$ cat src/rtl/rv32i_types.sv
// Shared RV32 M-extension types: funct3 op select and the multiplier state encoding.
package rv32i_types;

    typedef enum logic [1:0] {
        M_MUL    = 2'b00,
        M_MULH   = 2'b01,
        M_MULHSU = 2'b10,
        M_MULHU  = 2'b11
    } m_funct3_t;

    typedef enum logic [1:0] {
        IDLE = 2'b00,
        CALC = 2'b01,
        DONE = 2'b10
    } mul_state_t;

endpackage

$ cat src/rtl/shift_add_multiplier.sv
// Radix-2 shift-add multiplier for mul/mulh/mulhsu/mulhu: magnitudes are multiplied
// one bit per cycle and the sign is applied once on the way into the result register.
module shift_add_multiplier
    import rv32i_types::*;
#(
    parameter int XLEN          = 32,
    parameter bit ZERO_SHORTCUT = 1'b1
) (
    input  logic            clk,
    input  logic            rst_n,
    input  logic            mul_enable,
    input  logic [2:0]      funct3,
    input  logic [XLEN-1:0] a,
    input  logic [XLEN-1:0] b,
    output logic [XLEN-1:0] f,
    output logic            mul_resp,
    output logic            busy
);

    localparam int CNT_W = $clog2(XLEN);
    localparam logic [CNT_W-1:0] LAST_STEP = CNT_W'(XLEN - 1);

    mul_state_t          state_q, state_d;
    m_funct3_t           op_q, op_d;
    logic                neg_q, neg_d;
    logic [XLEN-1:0]     mcand_q, mcand_d;
    logic [2*XLEN-1:0]   prod_q, prod_d;
    logic [CNT_W-1:0]    count_q, count_d;
    logic [XLEN-1:0]     f_q, f_d;

    m_funct3_t           op_in;
    logic                a_sgn, b_sgn;
    logic [XLEN-1:0]     a_mag, b_mag;
    logic [XLEN:0]       add_w;
    logic [2*XLEN-1:0]   prod_step, prod_final;
    logic                unused_funct3;

    assign unused_funct3 = funct3[2];

    // Operand prep: an operand is only negated when its op treats it as signed.
    always_comb begin
        op_in = m_funct3_t'(funct3[1:0]);
        a_sgn = ((op_in == M_MULH) || (op_in == M_MULHSU)) && a[XLEN-1];
        b_sgn = (op_in == M_MULH) && b[XLEN-1];
        a_mag = a_sgn ? (~a + XLEN'(1)) : a;
        b_mag = b_sgn ? (~b + XLEN'(1)) : b;
    end

    // One iteration: conditional add into hi keeping the carry, then shift {carry, hi, lo} right.
    always_comb begin
        add_w      = {1'b0, prod_q[2*XLEN-1:XLEN]} + (prod_q[0] ? {1'b0, mcand_q} : '0);
        prod_step  = {add_w, prod_q[XLEN-1:1]};
        prod_final = neg_q ? (~prod_step + (2*XLEN)'(1)) : prod_step;
    end

    // NOTE: every variable gets its hold value first so no path through the case infers a latch.
    always_comb begin
        state_d = state_q;
        op_d    = op_q;
        neg_d   = neg_q;
        mcand_d = mcand_q;
        prod_d  = prod_q;
        count_d = count_q;
        f_d     = f_q;
        unique case (state_q)
            IDLE: begin
                if (mul_enable) begin
                    op_d    = op_in;
                    neg_d   = a_sgn ^ b_sgn;
                    mcand_d = a_mag;
                    prod_d  = {{XLEN{1'b0}}, b_mag};
                    count_d = '0;
                    if (ZERO_SHORTCUT && ((a == '0) || (b == '0))) begin
                        f_d     = '0;
                        state_d = DONE;
                    end else begin
                        state_d = CALC;
                    end
                end
            end
            CALC: begin
                prod_d  = prod_step;
                count_d = count_q + CNT_W'(1);
                if (count_q == LAST_STEP) begin
                    f_d     = (op_q == M_MUL) ? prod_final[XLEN-1:0] : prod_final[2*XLEN-1:XLEN];
                    state_d = DONE;
                end
            end
            DONE:    state_d = IDLE;
            default: state_d = IDLE;
        endcase
    end

    // NOTE: sequential state uses non-blocking assignments so all flops update from pre-edge values.
    always_ff @(posedge clk or negedge rst_n) begin
        if (!rst_n) begin
            state_q <= IDLE;
            op_q    <= M_MUL;
            neg_q   <= 1'b0;
            mcand_q <= '0;
            prod_q  <= '0;
            count_q <= '0;
            f_q     <= '0;
        end else begin
            state_q <= state_d;
            op_q    <= op_d;
            neg_q   <= neg_d;
            mcand_q <= mcand_d;
            prod_q  <= prod_d;
            count_q <= count_d;
            f_q     <= f_d;
        end
    end

    assign f        = f_q;
    assign mul_resp = (state_q == DONE);
    assign busy     = (state_q != IDLE);

endmodule
$ cat config.mk
export PLATFORM = sky130hd
export DESIGN_NAME = shift_add_multiplier
export DESIGN_NICKNAME = d
export VERILOG_FILES = /design/src/rtl/rv32i_types.sv /design/src/rtl/shift_add_multiplier.sv
export SDC_FILE = /design/constraint.sdc
export NUM_CORES = 1
export LEC_CHECK = 0
export ABC_AREA = 0
export CAP_MARGIN = 20
export CORE_ASPECT_RATIO = 0.5
export CORE_UTILIZATION = 50
export CTS_CLUSTER_DIAMETER = 150
export DETAILED_ROUTE_END_ITERATION = 10
export DONT_BUFFER_PORTS = 1
export PLACE_DENSITY_LB_ADDON = 0.08
export SYNTH_ARGS = -nofsm -noshare
export SYNTH_HDL_FRONTEND = slang
export SYNTH_SLANG_ARGS = --single-unit
$ cat constraint.sdc
create_clock -name clk -period 4.21 [get_ports clk]
set_input_delay 0.6315 -clock clk [delete_from_list [all_inputs] [get_ports clk]]
set_output_delay 0.6315 -clock clk [all_outputs]
set_load 0.02 [all_outputs]
---- Word-level counts from Yosys, hierarchy flattened ----
Cells that the tools add are included.
word-level totals
  output and inout port bits .............. 34
  word-level logic and storage cells ...... 55
  register bits ........................... 138
cells by class
  add/subtract/negate cells ............... 5
  bitwise operators ....................... 4
  reduce and logical (&&, ||, !) cells .... 14
  equal/unequal tests ..................... 8
  multiplexer cells ....................... 17
operator list
  operator                                              count
  two-way mux 32 bit                                    7
  two-way mux 64 bit                                    2
  case mux 64 bit (2 select lines)                      1
  adder 32 x 1 -> 32 bit (second input constant)        2
  adder 64 x 1 -> 64 bit (second input constant)        1
  logical NOT 32 bit                                    2
  inverter 32 bit                                       2
  inverter 64 bit                                       1
  case mux 32 bit (2 select lines)                      1
  adder 32 x 32 -> 33 bit                               1
  case mux 5 bit (2 select lines)                       1
  two-way mux 2 bit                                     3
  inequality test 2 bit (second input constant)         3
  AND reduction 2 bit                                   3
  adder 5 x 1 -> 5 bit (second input constant)          1
  equality test 5 bit (second input constant)           1
  two-way mux 5 bit                                     1
  equality test 2 x 1 -> 1 bit (second input constant)  2
  equality test 2 bit (second input constant)           2
  logical NOT 2 bit                                     2
  case mux 2 bit (2 select lines)                       1
  AND reduction 4 bit                                   1
  nonzero test 2 bit                                    2
  logical AND 1 bit                                     2
  2 further kinds                                       3

---- Longest topological paths before layout ----
Gate-level depths: netlist (run 1).
  depth after elaboration ................. 8
  gate-level depth with buffers ........... 17
  mapped depth without buffers ............ 14

---- Worst setup path before layout (run 1) ----
Ideal clock, no wire load.
  path kind ............................... flip-flop to flip-flop
  start point ............................. register prod_q[0]
  end point ............................... register f_q[30] (netlist: f[30])
  setup slack ............................. -0.164 ns
  arrival time ............................ 4.247 ns
  stages on the path, launching flop included .. 16
  data required time ...................... 4.083 ns
  cell sequence ........................... dfrtp_1 -> clkbuf_1 -> and2_1 -> ha_1 -> fa_1 -> nand3_1 -> a21oi_1 -> or4_1 -> o2111ai_2 -> o211ai_1 -> or3_1 -> or4_4 -> or4_4 -> o31ai_4 -> xnor2_1 -> o21ai_1
between the ends
  word-level cells in the longest chain between the ends .. 8
RTL lines
  item                                RTL line                     RTL
  from (decl)                         shift_add_multiplier.sv:27   logic [2*XLEN-1:0] prod_q, prod_d;
  from (signal assigned)              shift_add_multiplier.sv:109  prod_q <= prod_d;
  two-way mux 32 bit *                shift_add_multiplier.sv:51   add_w = {1'b0, prod_q[2*XLEN-1:XLEN]} + (prod_q[0] ? {1'b0, mcand_q} : '0);
  adder 32 x 32 -> 33 bit *           shift_add_multiplier.sv:51
  inverter 64 bit                     shift_add_multiplier.sv:53   prod_final = neg_q ? (~prod_step + (2*XLEN)'(1)) : prod_step;
  adder 64 x 1 -> 64 bit              shift_add_multiplier.sv:53
  two-way mux 64 bit *                shift_add_multiplier.sv:53
  two-way mux 32 bit *                shift_add_multiplier.sv:85   f_d = (op_q == M_MUL) ? prod_final[XLEN-1:0] : prod_final[2*XLEN-1:XLEN];
  two-way mux 32 bit *                shift_add_multiplier.sv:84   if (count_q == LAST_STEP) begin
  case mux 32 bit (2 select lines) *  shift_add_multiplier.sv:65   unique case (state_q)
  to (signal assigned)                shift_add_multiplier.sv:103  f_q <= '0;
  to (signal assigned)                shift_add_multiplier.sv:111  f_q <= f_d;
  to (decl)                           shift_add_multiplier.sv:29   logic [XLEN-1:0] f_q, f_d;
Every way passes the cells marked *; elsewhere a longest branch is shown, timed or not. The select of a mux whose other input is x is not followed.
A chain may end at the register's enable or synchronous reset.

---- Worst setup path in the final report (run 1) ----
Ends and elaborated chain as after synthesis.

==> flow_summary.json, run 1 <==
{
  "status": "complete, but fails checks",
  "violations": "negative setup slack",
  "max_clock_freq_mhz": 234.4,
  "synth_top_area_share_pct": 32.71,
  "synth_area_um2": 10560,
  "wl_per_cell_um": 20.36,
  "area_delta_synth_final_pct": 23.05,
  "startpoint_type": "flip-flop",
  "overflow": 0,
  "synth_top_area_cell": "dfrtp_1",
  "ys_ff_latch": 138,
  "rsz0062_at_grt": "yes",
  "drtPass1Iterations": 5,
  "fin_nets": 1517,
  "power_frac_seq_pct": 25.2,
  "drc": 0,
  "clkPwrFrac_pct": 16.2,
  "path_common_cell": "or4_4",
  "cpPeakStageDelay_ns": 0.55,
  "critPathMaxFanout": 8,
  "dpl_cell_area_um2": 11760,
  "p_sw_uw": 4384,
  "tightest_slew_ns": 0.9789,
  "synth_area_per_cell_um2": 8.164,
  "fin_crit_sh_pct": 101.4,
  "maxCapViolations": 0,
  "hp-class": "in -> async",
  "drt-total-wl_um": 34490,
  "cts_htree_levels": 4,
  "synth.yosys.seq_area_share_pct": 32.71,
  "gr-usage-all-layers_pct": 32.03,
  "worst_hold_slack_ns": 0.05825,
  "max_slew_margin_pct": 34.74,
  "final_layout_size_suffix_gt1_share_pct": 20.97,
  "synth_fp_nets": 1402,
  "cts.path.max_buffers": 2,
  "arrival_ns": 4.59,
  "root_buffer": "clkbuf_16",
  "clk_pin_slew_ns": 0.07,
  "grt_pass1_vias": 9804,
  "vias_per_cell": 6.061,
  "final_area_um2": 12990,
  "die_w_um": 207.5,
  "slew_viol_final": 0,
  "fin_ws_ns": -0.05692,
  "power_leakage_uw": 0.005593,
  "initialDrtViolationCount": 944,
  "vias": 10270,
  "grt_max_degree": 139,
  "portBuffers": 0,
  "worstSkewPairLatency_ns": 0.46,
  "cp-end-kind": "flip-flop",
  "fin_setup_tns_ns": -0.1018,
  "p_comb_share_pct": 58.6,
  "cp_slowest_cell": "or4_4",
  "setup_viol_count_final": 3,
  "antenna_found_initial": 0,
  "cts_inserted_buffers": 17,
  "hold_viol": 0,
  "clkSinkCount": 138,
  "powerDensity_nw_per_um2": 736.0,
  "peakVddDrop_uv": 315.9,
  "hpwlAfterDp_um": 25410,
  "critPathRequiredTime_ns": 4.53,
  "clock_skew_ns": 0.01181,
  "p_int_uw": 5176,
  "num-fill-cells": 1784,
  "die_h_um": 104.7,
  "die_area_um2": 21730,
  "yosys_most_used_dff": "dfrtp_1",
  "ys_async_sr_fraction_pct": 100.0,
  "netlist_instances": 1293,
  "synth.area.top_cells": "dfrtp_1, o21ai_0, nand2_1, xnor2_1, xor2_1",
  "worst-setup-path-type": "reg -> reg",
  "initial_core_util_pct": 51.24,
  "dp.cells": 1645,
  "gp_congestion": 0.9356,
  "crit_chain": "and2_1 -> ha_2 -> nand3_4 -> a21o_1 -> a2111oi_4 -> o311a_1 -> o22a_1 -> xor2_1 -> or4_4 -> or4_4 -> o31ai_4 -> xnor2_2 -> o21ai_1",
  "ant_nets": 0,
  "instances_no_fill": 1694,
  "grt_pass1_wl_um": 53440,
  "cts_tree": "yes",
  "synth_edf_count": 0,
  "fin_util_pct": 63.06,
  "coreArea_um2": 20600,
  "diodes": 0,
  "layout_min_cycle_time_ns": 4.267,
  "io_pins": 104,
  "std_cell_rows": 37,
  "yosysWarnings": 0,
  "p_sw_share_pct": 45.85,
  "synth_cell_types": 79
}
==> sequential cells by signal, indices dropped and copies added (netlist names) <==
| register | count |
|---|---|
| mcand_q | 32 |
| state_q | 2 |
| prod_q | 64 |
| neg_q | 1 |
| f | 32 |
| op_q | 2 |
| count_q | 5 |
==> path summary, 6_finish.rpt <==
path,start,to,slack [ns],cells after the start
setup / recovery,prod_q[0]$_DFFE_PN0P_,f[30]$_DFFE_PN0P_,-0.06,13
hold / removal,rst_n,mcand_q[28]$_DFFE_PN0P_,0.06,1
setup reg to reg,prod_q[0]$_DFFE_PN0P_,f[30]$_DFFE_PN0P_,-0.06,13
hold reg to reg,mcand_q[27]$_DFFE_PN0P_,mcand_q[27]$_DFFE_PN0P_,0.48,2
max in group asynchronous,rst_n,prod_q[0]$_DFFE_PN0P_,3.36,1
min in group clk,funct3[0],op_q[0]$_DFFE_PN0P_,0.30,2
==> synthesized netlist by cell type, drive strengths merged (7+ instances only) <==
cell	count
a211oi	11
a21o	16
a21oi	77
a22o	23
a22oi	35
and2	46
and3	7
clkbuf	64
dfrtp	138
ha	38
inv	24
nand2	174
nand2b	8
nand3	28
nand4	10
nor2	86
nor2b	11
nor3	20
nor4	9
o21ai	164
o31ai	25
o41ai	13
or2	12
or3	23
or4	13
xnor2	72
xor2	57
==> layout by cell type (no fill, tap or decap), types with 9 or more instances in the layout <==
master / count
a21o_1: 16
a21oi_1: 68
a22o_1: 23
a22oi_1: 35
and2_1: 41
buf_4: 159
clkbuf_16: 17
dfrtp_1: 137
ha_1: 30
inv_1: 24
nand2_1: 172
nand3_1: 25
nand4_1: 10
nor2_1: 84
nor2b_1: 9
nor3_1: 16
o21ai_0: 154
o31ai_1: 23
o41ai_1: 11
or2_2: 9
or3_1: 19
xnor2_1: 67
xor2_1: 55
==> final cells by class <==
class | instances | area [um^2] | share of cell area [%]
Clock buffer | 20 | 456.7 | 3.516
Multi-Input combinational cell | 1062 | 7206 | 55.47
Clock inverter | 12 | 138.9 | 1.069
Sequential cell | 138 | 3455 | 26.59
Timing Repair Buffer | 165 | 1303 | 10.03
Tap cell | 273 | 341.6 | 2.630
Inverter | 24 | 90.09 | 0.6935
==> worst max-delay path, delay by kind of cell (launching register included) <==
| kind | cells | cell delay, ns |
|---|---|---|
| AOI/OAI and AO/OA | 6 | 1.57 |
| and+or+nand+nor | 4 | 1.35 |
| xor gates and xnor gates | 2 | 0.33 |
| adders and majority gates | 1 | 0.41 |
| DFF | 1 | 0.46 |
==> power by group through the flow <==
stage	registers (uW)	clock network [uW]	logic, uW
final	2410	1550	5600
after floorplan	2190	0	3230
after CTS	2390	1570	5170
after global routing	2480	1620	6080
after global placement	2380	0	4850
after detailed placement	2400	0	4930
==> per-stage QoR <==
stage / total power (uW) / setup WS (ns)
after floorplan: 5415 / -0.001879
after global placement: 7229 / -0.1713
after detailed placement: 7325 / -0.2366
after CTS: 9137 / -0.06791
after global routing: 10180 / -0.1129
final: 9560 / -0.05692
==> cell families after synthesis <==
kind of cell / after synthesis / synth area share, %
simple gates: 465 / 22.01
compound gates: 426 / 26.11
flops: 138 / 32.71
xor+xnor: 129 / 10.70
buf+inv: 93 / 3.354
fa+ha+maj: 39 / 4.694
mux: 3 / 0.4148
==> layer usage <==
layer | track usage (%) | vias up | wire length [um]
met2 | 46.18 | 352 | 14250
met1 | 46.81 | 4969 | 16650
met5 | 0 | - | 0
li1 | - | 4908 | -
met3 | 8.115 | 39 | 3011
met4 | 9.328 | 0 | 569
==> what timing repair did <==
item / in CTS / in global routing
hold buffers: 1 / 0
endpoints found under the hold margin: 138 / 0
setup buffers: 6 / 8
pin swaps: 16 / 35
resized for setup: 34 / 62
setup endpoints to repair: 9 / 12
(Power assumes the default switching activity.)
==> run 2, diff against run 1 <==
--- a/config.mk
+++ b/config.mk
@@ -12,7 +12,7 @@
 export CTS_CLUSTER_DIAMETER = 150
 export DETAILED_ROUTE_END_ITERATION = 10
 export DONT_BUFFER_PORTS = 1
-export PLACE_DENSITY_LB_ADDON = 0.08
+export PLACE_DENSITY = 0.68
 export SYNTH_ARGS = -nofsm -noshare
 export SYNTH_HDL_FRONTEND = slang
 export SYNTH_SLANG_ARGS = --single-unit
==> flow_summary.json, run 2 (same netlist as run 1, synthesis figures left out) <==
{
  "status": "finished, final reports clean",
  "worstSkewPairLatency_ns": 0.45,
  "die_h_um": 104.7,
  "max_slew_margin_pct": 32.79,
  "final_layout_size_suffix_gt1_share_pct": 21.75,
  "hp-class": "in -> async",
  "peakVddDrop_uv": 261.4,
  "area_delta_synth_final_pct": 23.50,
  "fin_setup_tns_ns": 0,
  "grt_max_degree": 139,
  "num-fill-cells": 1779,
  "drt-total-wl_um": 33750,
  "die_w_um": 207.5,
  "coreArea_um2": 20600,
  "crit_chain": "and2_4 -> ha_4 -> fa_2 -> nand3_4 -> a21oi_4 -> or4_4 -> o2111ai_4 -> o211ai_1 -> or3_4 -> or4_4 -> or4_4 -> o31ai_4 -> xnor2_2 -> o21ai_1",
  "clk_pin_slew_ns": 0.07,
  "grt_pass1_vias": 10000,
  "gp_congestion": 0.9418,
  "crit_family": "simple AND/OR/NAND/NOR gates",
  "cp-end-kind": "flip-flop",
  "hpwlAfterDp_um": 25020,
  "std_cell_rows": 37,
  "ant_nets": 0,
  "clkSinkCount": 138,
  "hold_viol": 0,
  "setup_viol_count_final": 0,
  "tightest_slew_ns": 1.008,
  "die_area_um2": 21730,
  "power_leakage_uw": 0.005528,
  "powerDensity_nw_per_um2": 730.6,
  "drc": 0,
  "layout_min_cycle_time_ns": 4.150,
  "arrival_ns": 4.48,
  "io_pins": 104,
  "startpoint_type": "flip-flop",
  "cts_tree": "yes",
  "slew_viol_final": 0,
  "path_common_cell": "or4_4",
  "drtPass1Iterations": 5,
  "root_buffer": "clkbuf_16",
  "vias": 10320,
  "wl_per_cell_um": 19.98,
  "rsz0062_at_grt": "yes",
  "cts.path.max_buffers": 2,
  "diodes": 0,
  "instances_no_fill": 1689,
  "critPathRequiredTime_ns": 4.54,
  "path_buf_inv": 0,
  "maxCapViolations": 0,
  "initialDrtViolationCount": 810,
  "cp_slowest_cell": "or4_4",
  "worst_hold_slack_ns": 0.1514,
  "dp.cells": 1645,
  "cpPeakStageDelay_ns": 0.54,
  "max_clock_freq_mhz": 241.0,
  "final_cell_mix": "nand2_1, buf_4, o21ai_0",
  "worst-setup-path-type": "reg -> reg",
  "clock_skew_ns": 0.01103,
  "portBuffers": 0,
  "gr-usage-all-layers_pct": 32.01,
  "cts_inserted_buffers": 17,
  "fin_crit_sh_pct": 98.57,
  "overflow": 0,
  "fin_nets": 1512,
  "vias_per_cell": 6.109,
  "cts_htree_levels": 4,
  "regMostFlops": "prod_q",
  "layout_commonest_cell": "nand2_1",
  "critPathMaxFanout": 6,
  "largest_register_ffs": 64,
  "power_uw": 9526,
  "initial_core_util_pct": 51.24,
  "grt_pass1_wl_um": 54220,
  "antenna_found_initial": 0
}
run 2: cell types whose count changed in the layout (fill, tap and decap cells not counted), moves of 4 or more:
cell     before  now
ha_4          5   14
a21oi_2       5   13
ha_1         30   22
a21oi_1      68   61
o21ai_1       7   12
buf_4       159  155
run 2: path summary, 6_finish.rpt:
path	start	end	slack, ns	cells after the start
hold reg to reg	mcand_q[29]$_DFFE_PN0P_	mcand_q[29]$_DFFE_PN0P_	0.49	2
max in group asynchronous	rst_n	prod_q[0]$_DFFE_PN0P_	3.48	1
setup / recovery	prod_q[0]$_DFFE_PN0P_	f[30]$_DFFE_PN0P_	0.06	14
min in group clk	funct3[0]	op_q[0]$_DFFE_PN0P_	0.32	2
setup reg to reg	prod_q[0]$_DFFE_PN0P_	f[30]$_DFFE_PN0P_	0.06	14
hold / removal	rst_n	mcand_q[31]$_DFFE_PN0P_	0.15	1
run 2: through the flow:
step	utilization, %	instance area, um^2	setup WS (ns)
final	63.29	13040	0.06008
after global routing	63.29	13040	-0.05375
after CTS	61.88	12750	0.001381
after detailed placement	57.16	11780	-0.3382
after global placement	57.16	11780	-0.3535
after floorplan	-	10560	-0.001879
run 2: cell type report:
class | count | area (um^2) | share of cell area [%]
multi-input combinational | 1062 | 7295 | 55.95
sequential | 138 | 3456 | 26.51
timing repair buffer | 160 | 1254 | 9.616
clock buffer | 18 | 439.2 | 3.369
tap | 273 | 341.6 | 2.620
clock inverter | 14 | 162.7 | 1.248
inverter | 24 | 90.09 | 0.6910
run 2: metal layers:
metal | routed length [um] | part of all wire (%) | global-route usage, %
met5 | 0 | 0 | 0
met4 | 383 | 1.1 | 7.569
met3 | 2983 | 8.8 | 7.875
met2 | 14010 | 42 | 46.44
met1 | 16380 | 49 | 47.40
run 2: timing repair:
action,in CTS,in global routing
buffers inserted,5,5
resized for setup,54,53
cloned,0,0
pin swaps,16,16
setup endpoints to repair,11,12
endpoints found under the hold margin,138,0
hold buffers,1,0
run 2: power breakdown:
part	internal (uW)	total (uW)	switching, uW
sequential	1810	2410	599
clock	902	1560	660
combinational	2450	5550	3100
total	5160	9530	4360
==> run 3, diff against run 2 <==
--- a/config.mk
+++ b/config.mk
@@ -7,7 +7,6 @@
 export LEC_CHECK = 0
 export ABC_AREA = 0
 export CAP_MARGIN = 20
-export CORE_ASPECT_RATIO = 0.5
 export CORE_UTILIZATION = 50
 export CTS_CLUSTER_DIAMETER = 150
 export DETAILED_ROUTE_END_ITERATION = 10
==> flow_summary.json, run 3 (same netlist as run 1, synthesis figures left out) <==
{
  "fin_setup_tns_ns": -0.1683,
  "clk_pin_slew_ns": 0.07,
  "reg2reg_to": "f[26]$_DFFE_PN0P_",
  "power_leakage_uw": 0.005387,
  "antenna_found_initial": 0,
  "powerDensity_nw_per_um2": 722.5,
  "startpoint_type": "flip-flop",
  "largest_register_ffs": 64,
  "crit_start": "prod_q[0]$_DFFE_PN0P_",
  "area_delta_synth_final_pct": 19.96,
  "initial_core_util_pct": 51.51,
  "vias_per_cell": 6.088,
  "cts.path.max_buffers": 2,
  "dr_wl_met3_um": 2364,
  "coreArea_um2": 20490,
  "slew_viol_final": 0,
  "portBuffers": 0,
  "wl_met2_um": 14590,
  "reg2reg_setup_slack_ns": -0.07,
  "drtPass1Iterations": 5,
  "worstSkewPairLatency_ns": 0.43,
  "layout_min_cycle_time_ns": 4.280,
  "gp_congestion": 0.9619,
  "regMostFlops": "prod_q",
  "crit_family": "simple AND/OR/NAND/NOR gates",
  "cts_htree_levels": 4,
  "root_buffer": "clkbuf_16",
  "power_uw": 9150,
  "critPathMaxFanout": 5,
  "maxCapViolations": 0,
  "path_buf_inv": 0,
  "worst-setup-path-type": "reg -> reg",
  "std_cell_rows": 52,
  "die_w_um": 147.3,
  "io_pins": 104,
  "arrival_ns": 4.61,
  "fin_ws_ns": -0.07000,
  "cpPeakStageDelay_ns": 0.56,
  "critPathRequiredTime_ns": 4.54,
  "hp-class": "in -> async",
  "rsz0062_at_grt": "yes",
  "violations": "negative setup slack",
  "cts_tree": "yes",
  "crit_chain": "and2_4 -> ha_4 -> fa_2 -> nand3_4 -> a21oi_4 -> or3_4 -> and2_4 -> or4_4 -> nand2b_4 -> or4_4 -> or4_4 -> nor2_2 -> a2111oi_0 -> a211oi_1",
  "grt_max_degree": 139,
  "wl_per_cell_um": 19.47,
  "initialDrtViolationCount": 889,
  "hpwlAfterDp_um": 23680,
  "die_h_um": 147.3,
  "tightest_slew_ns": 0.9368,
  "instances_no_fill": 1658,
  "drt-met1-wl_um": 14880,
  "vias": 10090,
  "ant_nets": 0,
  "dp.cells": 1611,
  "cp.depth": 14,
  "layout_commonest_cell": "nand2_1",
  "gr-usage-all-layers_pct": 29.65,
  "clkSinkCount": 138,
  "drc": 0,
  "overflow": 0,
  "peakVddDrop_uv": 373.9,
  "final_area_um2": 12660,
  "cp_slowest_cell": "or4_4",
  "grt_pass1_vias": 9416,
  "cts_inserted_buffers": 17,
  "diodes": 0,
  "dpl_cell_area_um2": 11530,
  "max_clock_freq_mhz": 233.6,
  "top_layer_used": "met4",
  "final_cell_mix": "nand2_1, o21ai_0, dfrtp_1",
  "max_slew_margin_pct": 37.17,
  "r2r_cells": 14,
  "clock_skew_ns": 0.009050,
  "drt-total-wl_um": 32280,
  "crit_end": "f[26]$_DFFE_PN0P_",
  "grt_pass1_wl_um": 50460,
  "setup_viol_count_final": 4,
  "die_area_um2": 21700,
  "cp-end-kind": "flip-flop",
  "final_layout_size_suffix_gt1_share_pct": 18.88,
  "fin_nets": 1484,
  "status": "complete, but fails checks",
  "path_common_cell": "or4_4",
  "r2r_start": "prod_q[0]$_DFFE_PN0P_",
  "fin_crit_sh_pct": 101.7,
  "hold_viol": 0
}
==> run 3: cell types whose count changed in the layout (fill, tap and decap cells not counted), moves of 4 or more <==
cell and change:
and2_1 -4, ha_1 +5, o21ai_1 -4, a21oi_1 +6
and2_4 +5, ha_4 -6, buf_4 -26, a21oi_2 -8
==> run 3: metrics by stage <==
stage          hold slack [ns]  setup slack, ns  utilization [%]
2_1_floorplan           0.3359        -0.001879                -
3_3_place_gp            0.3426         -0.06133            56.25
3_5_place_dp            0.3412         -0.09195            56.25
4_1_cts                 0.2243          0.01516            59.60
5_1_grt                 0.2021          -0.1487            61.79
6_report                0.1635         -0.07000            61.79
==> run 3: metal layers <==
layer | GRT usage, % | up-vias
li1 | - | 4847
met1 | 42.10 | 4855
met2 | 46.25 | 359
met3 | 5.994 | 33
met4 | 7.062 | 0
met5 | 0 | -
==> run 3: worst min-delay path by stage <==
| stage | start | to |
|---|---|---|
| final | rst_n | f[12]$_DFFE_PN0P_ |
| after global routing | rst_n | f[12]$_DFFE_PN0P_ |
| after CTS | rst_n | f[12]$_DFFE_PN0P_ |
| after detailed placement | rst_n | f[12]$_DFFE_PN0P_ |
| after global placement | rst_n | f[12]$_DFFE_PN0P_ |
| after floorplan | rst_n | count_q[0]$_DFFE_PN0P_ |
==> run 3: final cells by class <==
class                   count  area (um^2)
repair buffers            132         1027
well taps                 270        337.8
multi-input cells        1062         7172
clock buffers              20        436.7
fillers                  1789         7831
clock inverters            12        143.9
flip-flops and latches    138         3456
inverters                  24        90.09
==> run 3: where the power goes <==
group / total [uW] / internal, uW / switching [uW]
Sequential: 2430 / 1810 / 618
Clock: 1510 / 881 / 633
Combinational: 5200 / 2270 / 2930
Total: 9150 / 4960 / 4190
==> run 3: repair_timing <==
item / 4_1_cts / 5_1_grt
resized for setup: 16 / 75
setup endpoints to repair: 8 / 9
pin swaps: 3 / 39
hold buffers: 1 / 0
endpoints found under the hold margin: 138 / 0
buffers inserted: 0 / 13
==> run 3: worst register-to-register path, cell delays in order (launching register included) <==
cell and delay [ns]:
dfrtp_2 0.43, and2_4 0.17, ha_4 0.16, fa_2 0.40, nand3_4 0.12, a21oi_4 0.09
or3_4 0.35, and2_4 0.17, or4_4 0.54, nand2b_4 0.18, or4_4 0.57, or4_4 0.55
nor2_2 0.17, a2111oi_0 0.08, a211oi_1 0.21
